File: config.mk
export PLATFORM = sky130hd
export DESIGN_NAME = cfg_bitstream_sequencer
export DESIGN_NICKNAME = d
export VERILOG_FILES = /design/src/rtl/cfg_bitstream_sequencer.sv
export SDC_FILE = /design/constraint.sdc
export NUM_CORES = 1
export LEC_CHECK = 0
export CELL_PAD_IN_SITES_DETAIL_PLACEMENT = 0
export CELL_PAD_IN_SITES_GLOBAL_PLACEMENT = 1
export CORE_MARGIN = 1.5
export CORE_UTILIZATION = 43
export CTS_CLUSTER_SIZE = 40
export DETAILED_ROUTE_END_ITERATION = 16
export PLACE_DENSITY = 0.81
export SLEW_MARGIN = 20
export SYNTH_ARGS = -nofsm -noshare
export SYNTH_HDL_FRONTEND = slang
export SYNTH_SLANG_ARGS = --single-unit
File: constraint.sdc
create_clock -name clk_system_i -period 3.1 [get_ports clk_system_i]
set_clock_uncertainty 0.2 [all_clocks]
set_input_delay 0.62 -clock clk_system_i [delete_from_list [all_inputs] [get_ports clk_system_i]]
set_output_delay 0.62 -clock clk_system_i [all_outputs]
set_load 0.01 [all_outputs]
File: src/rtl/cfg_bitstream_sequencer.sv
// rtl/cfg_bitstream_sequencer.sv - sync-word hunter and MSB-first byte-to-word packer for fabric config
// Optional per-session checksum output enabled by defining CFG_CHECKSUM_EN.
module cfg_bitstream_sequencer #(
    parameter logic [31:0] SYNC_WORD        = 32'hFAB0_FAB1,
    parameter logic [31:0] DESYNC_WORD      = 32'h0000_1000,
    parameter int unsigned TIMEOUT_CYCLES   = 1_000_000,
    parameter int unsigned WORD_COUNT_WIDTH = 16
) (
    input  logic                        clk_system_i,
    input  logic                        reset_n_i,
    input  logic [7:0]                  byte_i,
    input  logic                        byte_valid_i,
    output logic                        byte_ready_o,
    output logic [31:0]                 cfg_data_o,
    output logic                        cfg_valid_o,
    input  logic                        cfg_ready_i,
    output logic                        active_o,
    output logic                        done_o,
    output logic                        error_o,
    output logic [WORD_COUNT_WIDTH-1:0] word_count_o
`ifdef CFG_CHECKSUM_EN
    ,
    output logic [31:0]                 checksum_o
`endif
);

    localparam int TW = (TIMEOUT_CYCLES > 1) ? $clog2(TIMEOUT_CYCLES) : 1;
    localparam logic [TW-1:0] TIMER_LAST = TW'(TIMEOUT_CYCLES - 1);
    localparam logic [TW-1:0] TIMER_ONE = TW'(1);
    localparam logic [WORD_COUNT_WIDTH-1:0] COUNT_ONE = WORD_COUNT_WIDTH'(1);

    typedef enum logic {
        S_HUNT,
        S_SYNCED
    } state_t;

    state_t                        r_state;
    logic [31:0]                   r_shreg;
    logic [1:0]                    r_idx;
    logic [TW-1:0]                 r_timer;
    logic [31:0]                   r_cfg_data;
    logic                          r_cfg_valid;
    logic                          r_active;
    logic                          r_done;
    logic                          r_error;
    logic [WORD_COUNT_WIDTH-1:0]   r_word_count;
`ifdef CFG_CHECKSUM_EN
    logic [31:0]                   r_checksum;
`endif

    logic        w_accept;
    logic        w_fire;
    logic [31:0] w_shift;

    assign w_accept = byte_valid_i & ~r_cfg_valid;
    assign w_fire   = r_cfg_valid & cfg_ready_i;
    assign w_shift  = {r_shreg[23:0], byte_i};

    always_ff @(posedge clk_system_i or negedge reset_n_i) begin
        if (!reset_n_i) begin
            r_state      <= S_HUNT;
            r_shreg      <= '0;
            r_idx        <= '0;
            r_timer      <= '0;
            r_cfg_data   <= '0;
            r_cfg_valid  <= 1'b0;
            r_active     <= 1'b0;
            r_done       <= 1'b0;
            r_error      <= 1'b0;
            r_word_count <= '0;
`ifdef CFG_CHECKSUM_EN
            r_checksum   <= '0;
`endif
        end else begin
            r_done  <= 1'b0;
            r_error <= 1'b0;

            // A pending word blocks byte intake, so completion never collides with session entry.
            if (w_fire) begin
                r_cfg_valid <= 1'b0;
                if (!(&r_word_count)) begin
                    r_word_count <= r_word_count + COUNT_ONE;
                end
`ifdef CFG_CHECKSUM_EN
                r_checksum <= r_checksum + r_cfg_data;
`endif
            end

            case (r_state)
                S_HUNT: begin
                    if (w_accept) begin
                        if (w_shift == SYNC_WORD) begin
                            r_state      <= S_SYNCED;
                            r_active     <= 1'b1;
                            r_word_count <= '0;
                            r_shreg      <= '0;
                            r_idx        <= '0;
                            r_timer      <= '0;
`ifdef CFG_CHECKSUM_EN
                            r_checksum   <= '0;
`endif
                        end else begin
                            r_shreg <= w_shift;
                        end
                    end
                end
                S_SYNCED: begin
                    if (w_accept) begin
                        r_timer <= '0;
                        r_idx   <= r_idx + 2'd1;
                        if (r_idx == 2'd3) begin
                            r_shreg <= '0;
                            if (w_shift == DESYNC_WORD) begin
                                r_state  <= S_HUNT;
                                r_active <= 1'b0;
                                r_done   <= 1'b1;
                            end else begin
                                r_cfg_data  <= w_shift;
                                r_cfg_valid <= 1'b1;
                            end
                        end else begin
                            r_shreg <= w_shift;
                        end
                    end else if (!r_cfg_valid) begin
                        // Only upstream silence counts; a downstream stall never aborts.
                        if (r_timer == TIMER_LAST) begin
                            r_state  <= S_HUNT;
                            r_active <= 1'b0;
                            r_error  <= 1'b1;
                            r_shreg  <= '0;
                            r_idx    <= '0;
                            r_timer  <= '0;
                        end else begin
                            r_timer <= r_timer + TIMER_ONE;
                        end
                    end
                end
                default: r_state <= S_HUNT;
            endcase
        end
    end

    assign byte_ready_o = ~r_cfg_valid;
    assign cfg_data_o   = r_cfg_data;
    assign cfg_valid_o  = r_cfg_valid;
    assign active_o     = r_active;
    assign done_o       = r_done;
    assign error_o      = r_error;
    assign word_count_o = r_word_count;
`ifdef CFG_CHECKSUM_EN
    assign checksum_o   = r_checksum;
`endif

endmodule

Yosys cells after proc, flatten, opt, wreduce, memory -nomap -nowiden
Cells that the tools add are included.
{"block": "op_classes", "addsub": 3, "n_mul": 0, "n_div": 0, "order_cmp": 0, "eq_ne": 10, "shifts": 0, "n_mux": 53, "n_bitwise": 5, "reduce_logical": 6}
{"cell": "2-to-1 mux 24 bit", "count": 6}
{"cell": "2-to-1 mux 20 bit", "count": 5}
{"cell": "2-to-1 mux 16 bit", "count": 5}
{"cell": "case mux 24 bit (2 select lines)", "count": 1}
{"cell": "case mux 20 bit (2 select lines)", "count": 1}
{"cell": "equality test 32 x 13 -> 1 bit (second input constant)", "count": 1}
{"cell": "equality test 32 bit (second input constant)", "count": 1}
{"cell": "2-to-1 mux 1 bit", "count": 27}
{"cell": "adder 20 x 1 -> 20 bit (second input constant)", "count": 1}
{"cell": "equality test 20 bit (second input constant)", "count": 1}
{"cell": "adder 16 x 1 -> 16 bit (second input constant)", "count": 1}
{"cell": "AND reduction 16 bit", "count": 1}
{"cell": "2-to-1 mux 2 bit", "count": 5}
{"cell": "inequality test 3 x 2 -> 1 bit (second input constant)", "count": 3}
{"cell": "AND reduction 4 bit", "count": 2}
{"cell": "AND reduction 3 bit", "count": 2}
{"cell": "AND reduction 6 bit", "count": 1}
{"cell": "inequality test 2 bit (second input constant)", "count": 2}
{"cell": "case mux 1 bit (2 select lines)", "count": 2}
{"cell": "case mux 2 bit (2 select lines)", "count": 1}
{"cell": "inequality test 3 x 1 -> 1 bit (second input constant)", "count": 1}
{"cell": "inverter 1 bit", "count": 3}
{"cell": "adder 2 x 1 -> 2 bit (second input constant)", "count": 1}
{"cell": "AND 1 bit", "count": 2}
{"cell": "equality test 2 bit (second input constant)", "count": 1}
{"block": "word_totals", "ff_bits": 99, "latch_bits": 0, "ram_bits": 0, "mem_bits_ro": 0, "in_bits": 12, "wordCells": 87, "n_memories": 0}

Longest topological paths before layout
Gate-level depths: netlist of run 1.
{"block": "depth", "ltp_word": 6, "depth_mapped": 8}

Worst setup path before layout of run 1
OpenSTA, ideal clock, no wires.
{"block": "synth_path", "path_kind": "input-to-reg", "start": "in byte_i[5]", "end": "reg r_cfg_data[10] (netlist: cfg_data_o[10])", "setup_ns": 0.125, "t_arrival_ns": 2.267, "t_required_ns": 2.775, "setup_slack_ns": 0.508, "stages": 7, "n_path_buf": 2, "path_cell_list": "or4_1 > nor3_1 > and3_1 > or3b_2 > clkbuf_1 > buf_2 > mux2_2"}
{"block": "synth_via", "elab_chain_len": 3}
{"item": "start, declared", "line": "11", "source": "input logic [7:0] byte_i,"}
{"item": "equality test 32 x 13 -> 1 bit", "line": "113", "source": "if (w_shift == DESYNC_WORD) begin"}
{"item": "inverter 1 bit (no line)"}
{"item": "AND reduction 4 bit (no line)"}
{"item": "end signal, assigned", "line": "118", "source": "r_cfg_data <= w_shift;"}
{"item": "end, declared", "line": "41", "source": "logic [31:0] r_cfg_data;"}
Every way passes these cells.
A chain may end at the register's enable or synchronous reset.

Final worst setup path of run 1
{"block": "layout_path", "start": "in byte_i[7]", "end": "reg r_timer[15]"}
{"block": "layout_via", "elab_chain_len": 3}
{"item": "equality test 32 bit", "line": "92", "source": "if (w_shift == SYNC_WORD) begin"}
{"item": "inequality test 2 bit (no line)"}
{"item": "AND reduction 3 bit (no line)"}
{"item": "end signal, assigned", "line": "134", "source": "r_timer <= r_timer + TIMER_ONE;"}
{"item": "end, declared", "line": "40", "source": "logic [TW-1:0] r_timer;"}
Every way passes these cells.

==> results.md, run 1 <==
Synth:
- After synthesis the netlist holds a flip-flop and latch count of 99.
- The number of distinct standard cells referenced by the synthesized netlist is 49.
- Counting every instance in the synthesized netlist gives 399.
- Of the total synthesized cell area, the portion taken by AND, OR, NAND and NOR gates is 0.176.
- Counting every net in the synthesized netlist gives 414.
- Of the total synthesized cell area, the portion taken by full adders, half adders and majority gates is 0.00837.
- After synthesis, the share of cell area in mux cells is 0.0848.
- The post-synthesis xor/xnor area fraction is 0.0371.
- For this run, the register share of the synthesized area comes to 0.552.
- Dividing the synthesized area by the synthesized cell count gives 11.2 µm².
- The compound-gate portion of the synthesized area came to 0.119.
- The synthesized design contains 0 enable-type register cells.
- The most used flip-flop cell after synthesis is sky130_fd_sc_hd__dfrtp_1.
- In this run the cell area of the synthesized design comes to 4490 µm².
- After synthesis, the largest family of logic cells by area is simple AND/OR/NAND/NOR gates.
- The number of warnings issued by yosys is 0.
- The share of synthesized registers carrying an async set or reset is 1.00.

STA:
- The post-route worst hold slack is 26.0 ps.
- In the finished design, the share of the clock period the worst path needs comes to 0.883.
- Setup repair after global routing left no endpoint under its margin.
- The maximum achievable frequency is 0.365 GHz.
- For the pin with the worst max-slew slack, the measured transition is 551 ps.
- Measured against its own limit, the worst slew margin works out to 0.633.
- The worst path needs 2740 ps of the cycle, external delays included.
- The hold violation count in the final report is 0.
- The number of pins with negative max-slew slack in the final report came to 0.
- Setup violations remaining at the end of the flow were counted as 0.
- After routing, the total negative slack on setup checks comes to 0 ps.

Global routing:
- The aggregate global routing overflow is 0.
- The number of antenna violations at the first check in global routing is 0.
- The total track usage is 0.201.
- The first global-routing pass estimated 17.5 mm of wire.
- The maximum number of pins on one net before global-route repair is 60.
- The number of global-route vias before repair is 3491.

Critical path:
- The category of the most critical setup path is in2reg.
- The destination of the worst register-to-register timing path is active_o.
- The largest single stage delay on the critical path is 510 ps.
- The worst endpoint required time is 3190 ps.
- The kind of capture point of the worst setup path is a flip-flop.
- The top fanout value on the critical path is 5.
- The number of cells on the worst reg-to-reg path is 7.
- The worst setup path is launched from a primary input.
- The setup slack of the worst register-to-register path is 530 ps.
- The signal on the critical path passes through clkdlybuf4s50_1, nand4_1, nor4_1, and4_1, o21ai_1, buf_4, or3_1, a21oi_1.
- The most critical setup path has its startpoint at byte_i[7].
- For this design, the slowest cell found on the critical path is sky130_fd_sc_hd__clkdlybuf4s50_1.
- Data on the critical path arrives at its endpoint at 2820 ps.
- The critical register-to-register path startpoint is r_timer[0].

Floorplanning:
- The total core area is 10200 µm².
- For this configuration, the core starts out at a cell density of 0.438.
- The number of ports placed on the die boundary is 65.
- The die covers 11100 µm².
- The overall die width is 105 µm.
- The die is 105 µm tall.
- After floorplanning, the core was divided into 37 placement rows.

Final layout:
- The area used by multi-input combinational logic is 1910 µm².
- The relative area change from synthesis to final layout is 26.5%.
- The fraction of final layout cells sized beyond drive strength 1 is 0.163.
- At the end of the flow the core is filled with cells to 0.555.
- At the end of the flow, the number of nets in the layout was 500.
- The top cell types in the final layout, fill and taps aside, are sky130_fd_sc_hd__dfrtp_1, sky130_fd_sc_hd__clkdlybuf4s50_1, sky130_fd_sc_hd__nor2_1.
- The number of inserted filler cells in the final layout is 901.
- The most common cell after layout, fill and taps aside is sky130_fd_sc_hd__dfrtp_1.
- The antenna diode count is 0.
- In the final layout, flip-flops and latches occupy 2480 µm².

Clock network:
- The H-tree was split into 3 levels.
- The TritonCTS buffer count is 9.
- The tree built by TritonCTS fans out to 99 sinks.
- The CTS clock-pin slew for the worst setup and hold paths is 110 ps.
- The clock tree from TritonCTS is built.
- The number of setup buffers added after CTS is 0.
- The deepest clock path buffer count is 2.
- CTS placed an instance of sky130_fd_sc_hd__clkbuf_8 at the clock tree root.
- For the worst-skew pair, the clock arrives at the later sink with an insertion delay of 370 ps.
- The count of instances resized after the clock tree is built is 0.
- The number of hold buffers added after CTS is 0.

Pwr:
- The power consumption is 2.36 mW.
- The cell area power density is 415 nW/µm².
- The largest vdd supply drop is 0.000268 V.
- Summed over all cells, the static leakage comes to 2.56 nW.

Placed design:
- In this run the tool buffered the top-level ports with 64 buffer cells.
- Detailed placement ended at an HPWL of 7.22 mm.
- The congestion estimate from routability-driven global placement came to 0.846.

Routing:
- The final routed wire length divided by cell count is 16.2 µm.
- The count of TritonRoute iterations in the first routing pass is 4.
- The ratio of routed vias to standard cells is 5.57.
- The post-detailed-route count of antenna-violating nets is 0.
- The number of remaining DRC errors is 0.
- The detailed router finished its first iteration with 151 violations.
- For this block, the via count after detailed routing is 3489.
- After detailed routing, the total wire length is 10.1 mm.

Run status:
- The run finished with clean final reports.

Job:
- The total of max-cap violations is 0.

Worst hold path:
- The worst hold path class is in2async.
==> where the power goes <==
group          switching, mW  internal [mW]  leakage, nW
combinational         0.0637         0.0635         1.12
clock                  0.513          0.328        0.106
sequential            0.0590           1.33         1.33
==> layout make-up <==
class                      count  area share
sequential                    99       0.437
clock inverter                 7      0.0157
timing repair buffer          88       0.151
tap                          136      0.0300
clock buffer                   9      0.0218
multi-input combinational    275       0.337
inverter                      12     0.00794
==> synthesized netlist by cell type (all sizes together) (2+ instances only) <==
cell     count  area [µm²]
o211ai       4        43.8
o21ai       12        60.1
nor2b        2        12.5
xnor2        8        70.1
nand3       16        80.1
a21oi       14        70.1
or4          7        56.3
nor4        10        62.6
a21bo        2        20.0
nand2b       3        18.8
or3          2        12.5
nand2       24        90.1
mux2        32         360
dfrtp       99        2480
inv         12        45.0
and4         6        52.6
clkbuf       9        33.8
and3         9        56.3
buf          4        20.0
mux2i        2        20.0
a21o         4        30.0
nor4b        2        17.5
nor2        33         124
nand4       18         113
a2111oi      3        32.5
a22o        24         210
xor2        11        96.3
ha           3        37.5
o22ai        2        12.5
nor3         9        45.0
==> through the flow <==
| stage | setup WS (ps) | std cells | instance area (µm²) |
|---|---|---|---|
| after floorplan | 508 | 399 | 4490 |
| after global placement | 63.7 | 610 | 5460 |
| after detailed placement | 19.4 | 610 | 5460 |
| after CTS | 393 | 626 | 5680 |
| after global routing | 86.7 | 626 | 5680 |
| final | 362 | 626 | 5680 |
==> sequential cells by signal, indices dropped and copies added (netlist names) <==
| signal | count |
|---|---|
| cfg_data_o | 32 |
| r_shreg | 24 |
| r_timer | 20 |
| word_count_o | 16 |
| r_idx | 2 |
| active_o | 1 |
| cfg_valid_o | 1 |
| done_o | 1 |
| error_o | 1 |
| r_state | 1 |
==> kinds of logic after synthesis <==
| family | count (synthesis) |
|---|---|
| muxes | 34 |
| buffers and inverters | 25 |
| DFF | 99 |
| AOI/OAI and AO/OA | 72 |
| and+or+nand+nor | 147 |
| adders and majority gates | 3 |
| xor gates and xnor gates | 19 |
==> critical path, delay by kind of cell <==
| family | cells | cell delay (ps) |
|---|---|---|
| and+or+nand+nor | 4 | 1240 |
| AOI/OAI and AO/OA | 2 | 270 |
| buffers and inverters | 2 | 690 |
==> worst max-delay path by stage <==
stage | slack (ps) | end
detailed placement | 20 | r_timer[15]
finish | 360 | r_timer[15]
floorplan | 510 | cfg_data_o[10]
CTS | 390 | r_timer[15]
global placement | 60 | cfg_data_o[24]
global route | 90 | r_timer[14]
==> layer usage <==
metal	track usage	share of wire	up-vias
met5	0	0	-
met4	0.0665	0.011	0
met3	0.0356	0.041	8
met2	0.309	0.47	78
met1	0.289	0.48	1748
li1	-	-	1655
Power figures use the tool's default switching activity.
==> run 2, diff against run 1 <==
Settings changed: CORE_UTILIZATION 43 to 45, CTS_BUF_LIST set to sky130_fd_sc_hd__clkbuf_4 sky130_fd_sc_hd__clkbuf_8, PLACE_DENSITY 0.81 to 0.85.
==> run 2 against run 1 <==
Utilization grew 2.5 points. Count of clock-buffer cells in the layout is the same. Cell count decreased by 0.96%. First-iteration DRC count up 39%. Sequential power barely moved. Register-to-register slack lost 70 ps. Global-route usage rose by 1.1 points. Fmax is 2.9% lower. Sequential share of layout area rose by 0.27 points. Combinational power is essentially flat. Via count is 0.17% higher.
==> results.md, run 2 (synthesized netlist as in run 1, its figures left out) <==
Run status:
- The run finished with clean final reports.

Routing:
- In the final routed layout, each cell accounts on average for 17.0 µm.
- The count of TritonRoute iterations in the first routing pass is 4.
- Dividing the detail-routed via count by the number of cells gives 5.64.
- The number of remaining DRC errors is 0.
- The via total after detailed routing is 3495.
- The detailed router finished its first iteration with 210 violations.
- Once detail routing completed, the nets flagged for antenna violations numbered 0.
- Wires add up to 10.5 mm.

STA:
- The transition at the pin with the smallest max-transition slack is 707 ps.
- The number of pins with negative max-slew slack in the final report is 0.
- The total setup violations reported at the end of the flow is 0.
- The post-route worst hold slack is 92.3 ps.
- The post-route clock period utilization is 0.909.
- The time the final worst path needs with I/O delays and setup is 2820 ps.
- The hold violation count in the final report was 0.
- The worst slew margin relative to its limit is 0.529.
- Based on the critical path, the design can be clocked at up to 0.355 GHz.
- Setup repair after global routing left no endpoint under its margin.

Final layout:
- Of the cells placed in the final design, the portion with a size suffix greater than 1 is 0.158.
- From synthesis to final layout, the design area changed by 25.7%.
- The area taken by flip-flops and latches is 2480 µm².
- The register with the most flip-flops in the layout has 32 of them.
- The filler-free cell count of the finished design is 620.
- The layout net count is 497.
- The library cells used most frequently in the layout, excluding fill and tap cells, are sky130_fd_sc_hd__dfrtp_1, sky130_fd_sc_hd__clkdlybuf4s50_1, sky130_fd_sc_hd__nor2_1.
- The antenna diode count is 0.
- The multi-input combinational cells in the finished layout cover a total of 1910 µm².
- At the end of the flow the core is filled with cells to 0.580.
- The number of inserted filler cells in the final layout is 851.
- The most common cell after layout, fill and taps aside is sky130_fd_sc_hd__dfrtp_1.

Clock network:
- The post-CTS setup buffer count is 0.
- The number of clock sinks is 99.
- The clock passes through at most 2 buffers.
- The CTS clock-pin slew for the worst setup and hold paths is 100 ps.
- TritonCTS built the clock tree.
- The clock latency on the worst-skew pair is 370 ps.
- The master cell of the clock root buffer is sky130_fd_sc_hd__clkbuf_8.
- In this run, post-CTS repair resized a total of 0 instances.
- In this run the number of H-tree levels came out at 3.
- The TritonCTS buffer count is 9.
- The number of hold buffers added after CTS was 0.

Global routing:
- The wire length of the first global-routing pass is 17.4 mm.
- Across every metal layer, demand over resource in global routing totals 0.213.
- The aggregate global routing overflow is 0.
- The number of antenna violations at the first check in global routing came to 0.
- The number of global-route vias before repair is 3441.
- The maximum number of pins on one net before global-route repair is 56.

Critical path:
- At the worst endpoint, the required time is 3200 ps.
- The worst setup path is launched from a primary input.
- The arrival time reported for the critical path endpoint is 2920 ps.
- The number of cells on the worst reg-to-reg path is 7.
- The top fanout value on the critical path is 6.
- STA classifies the critical path endpoint as a flip-flop.
- The category of the most critical setup path is in2reg.

Floorplanning:
- The core region is 9730 µm².
- From left edge to right edge, the die measures 103 µm.
- The standard-cell row count is 36.
- During I/O placement, the number of pins put on the boundary was 65.
- For this configuration, the core starts out at a cell density of 0.461.
- Measured along the y axis, the die boundary spans 103 µm.
- The full die area is 10600 µm².

Worst hold path:
- The worst hold path class is in2async.

Job:
- Max-cap violations in this run came to 0.

Placed design:
- Routability-driven placement finished with a final weighted congestion of 0.831.
- The number of placed instances, taps included, is 604.
- The number of port buffers is 64.
- The placed wire-length estimate is 7.35 mm.

Pwr:
- The largest vdd supply drop is 0.000227 V.
- The power consumption is 2.41 mW.
- For this design the static power due to leakage is 2.54 nW.
- The cell area power density is 427 nW/µm².
==> run 2: path summary, 6_finish.rpt <==
path,to,from,slack (ps)
setup reg to reg,active_o,r_timer[0],460
hold / removal,word_count_o[12],reset_n_i,90
min in group clk_system_i,active_o,active_o,290
hold reg to reg,active_o,active_o,290
setup / recovery,r_timer[19],byte_i[3],280
max in group asynchronous,r_timer[4],reset_n_i,1910
==> run 2: layer usage <==
metal / wire length (µm) / GRT usage / vias up / part of all wire
li1: - / - / 1647 / -
met3: 511 / 0.0380 / 9 / 0.049
met1: 5030 / 0.307 / 1743 / 0.48
met2: 4870 / 0.332 / 96 / 0.46
met5: 0 / 0 / - / 0
met4: 110 / 0.0624 / 0 / 0.010
==> run 2: final cells by class <==
type	instances	share of cell area
repair buffers	85	0.146
inverters	12	0.00799
multi-input cells	275	0.339
clock buffers	9	0.0220
well taps	133	0.0295
clock inverters	7	0.0164
flip-flops and latches	99	0.439
==> run 2: critical path, cell delays in order <==
cell and delay [ps]:
sky130_fd_sc_hd__clkdlybuf4s50_1 420, sky130_fd_sc_hd__nor4b_1 420, sky130_fd_sc_hd__and4_1 340, sky130_fd_sc_hd__and4_1 340, sky130_fd_sc_hd__o21ai_1 180, sky130_fd_sc_hd__or4_1 450, sky130_fd_sc_hd__a21oi_1 150
==> run 2: power breakdown <==
group          switching [mW]  internal (mW)
clock network           0.495          0.397
logic                  0.0639         0.0628
registers              0.0587           1.33
==> run 2: stage by stage <==
step | cell area, µm² | setup slack, ps | setup TNS, ps
floorplan | 4490 | 508 | 0
finish | 5640 | 281 | 0
global route | 5640 | 94.8 | 0
detailed placement | 5420 | -106 | -247
global placement | 5420 | 22.6 | 0
CTS | 5640 | 277 | 0
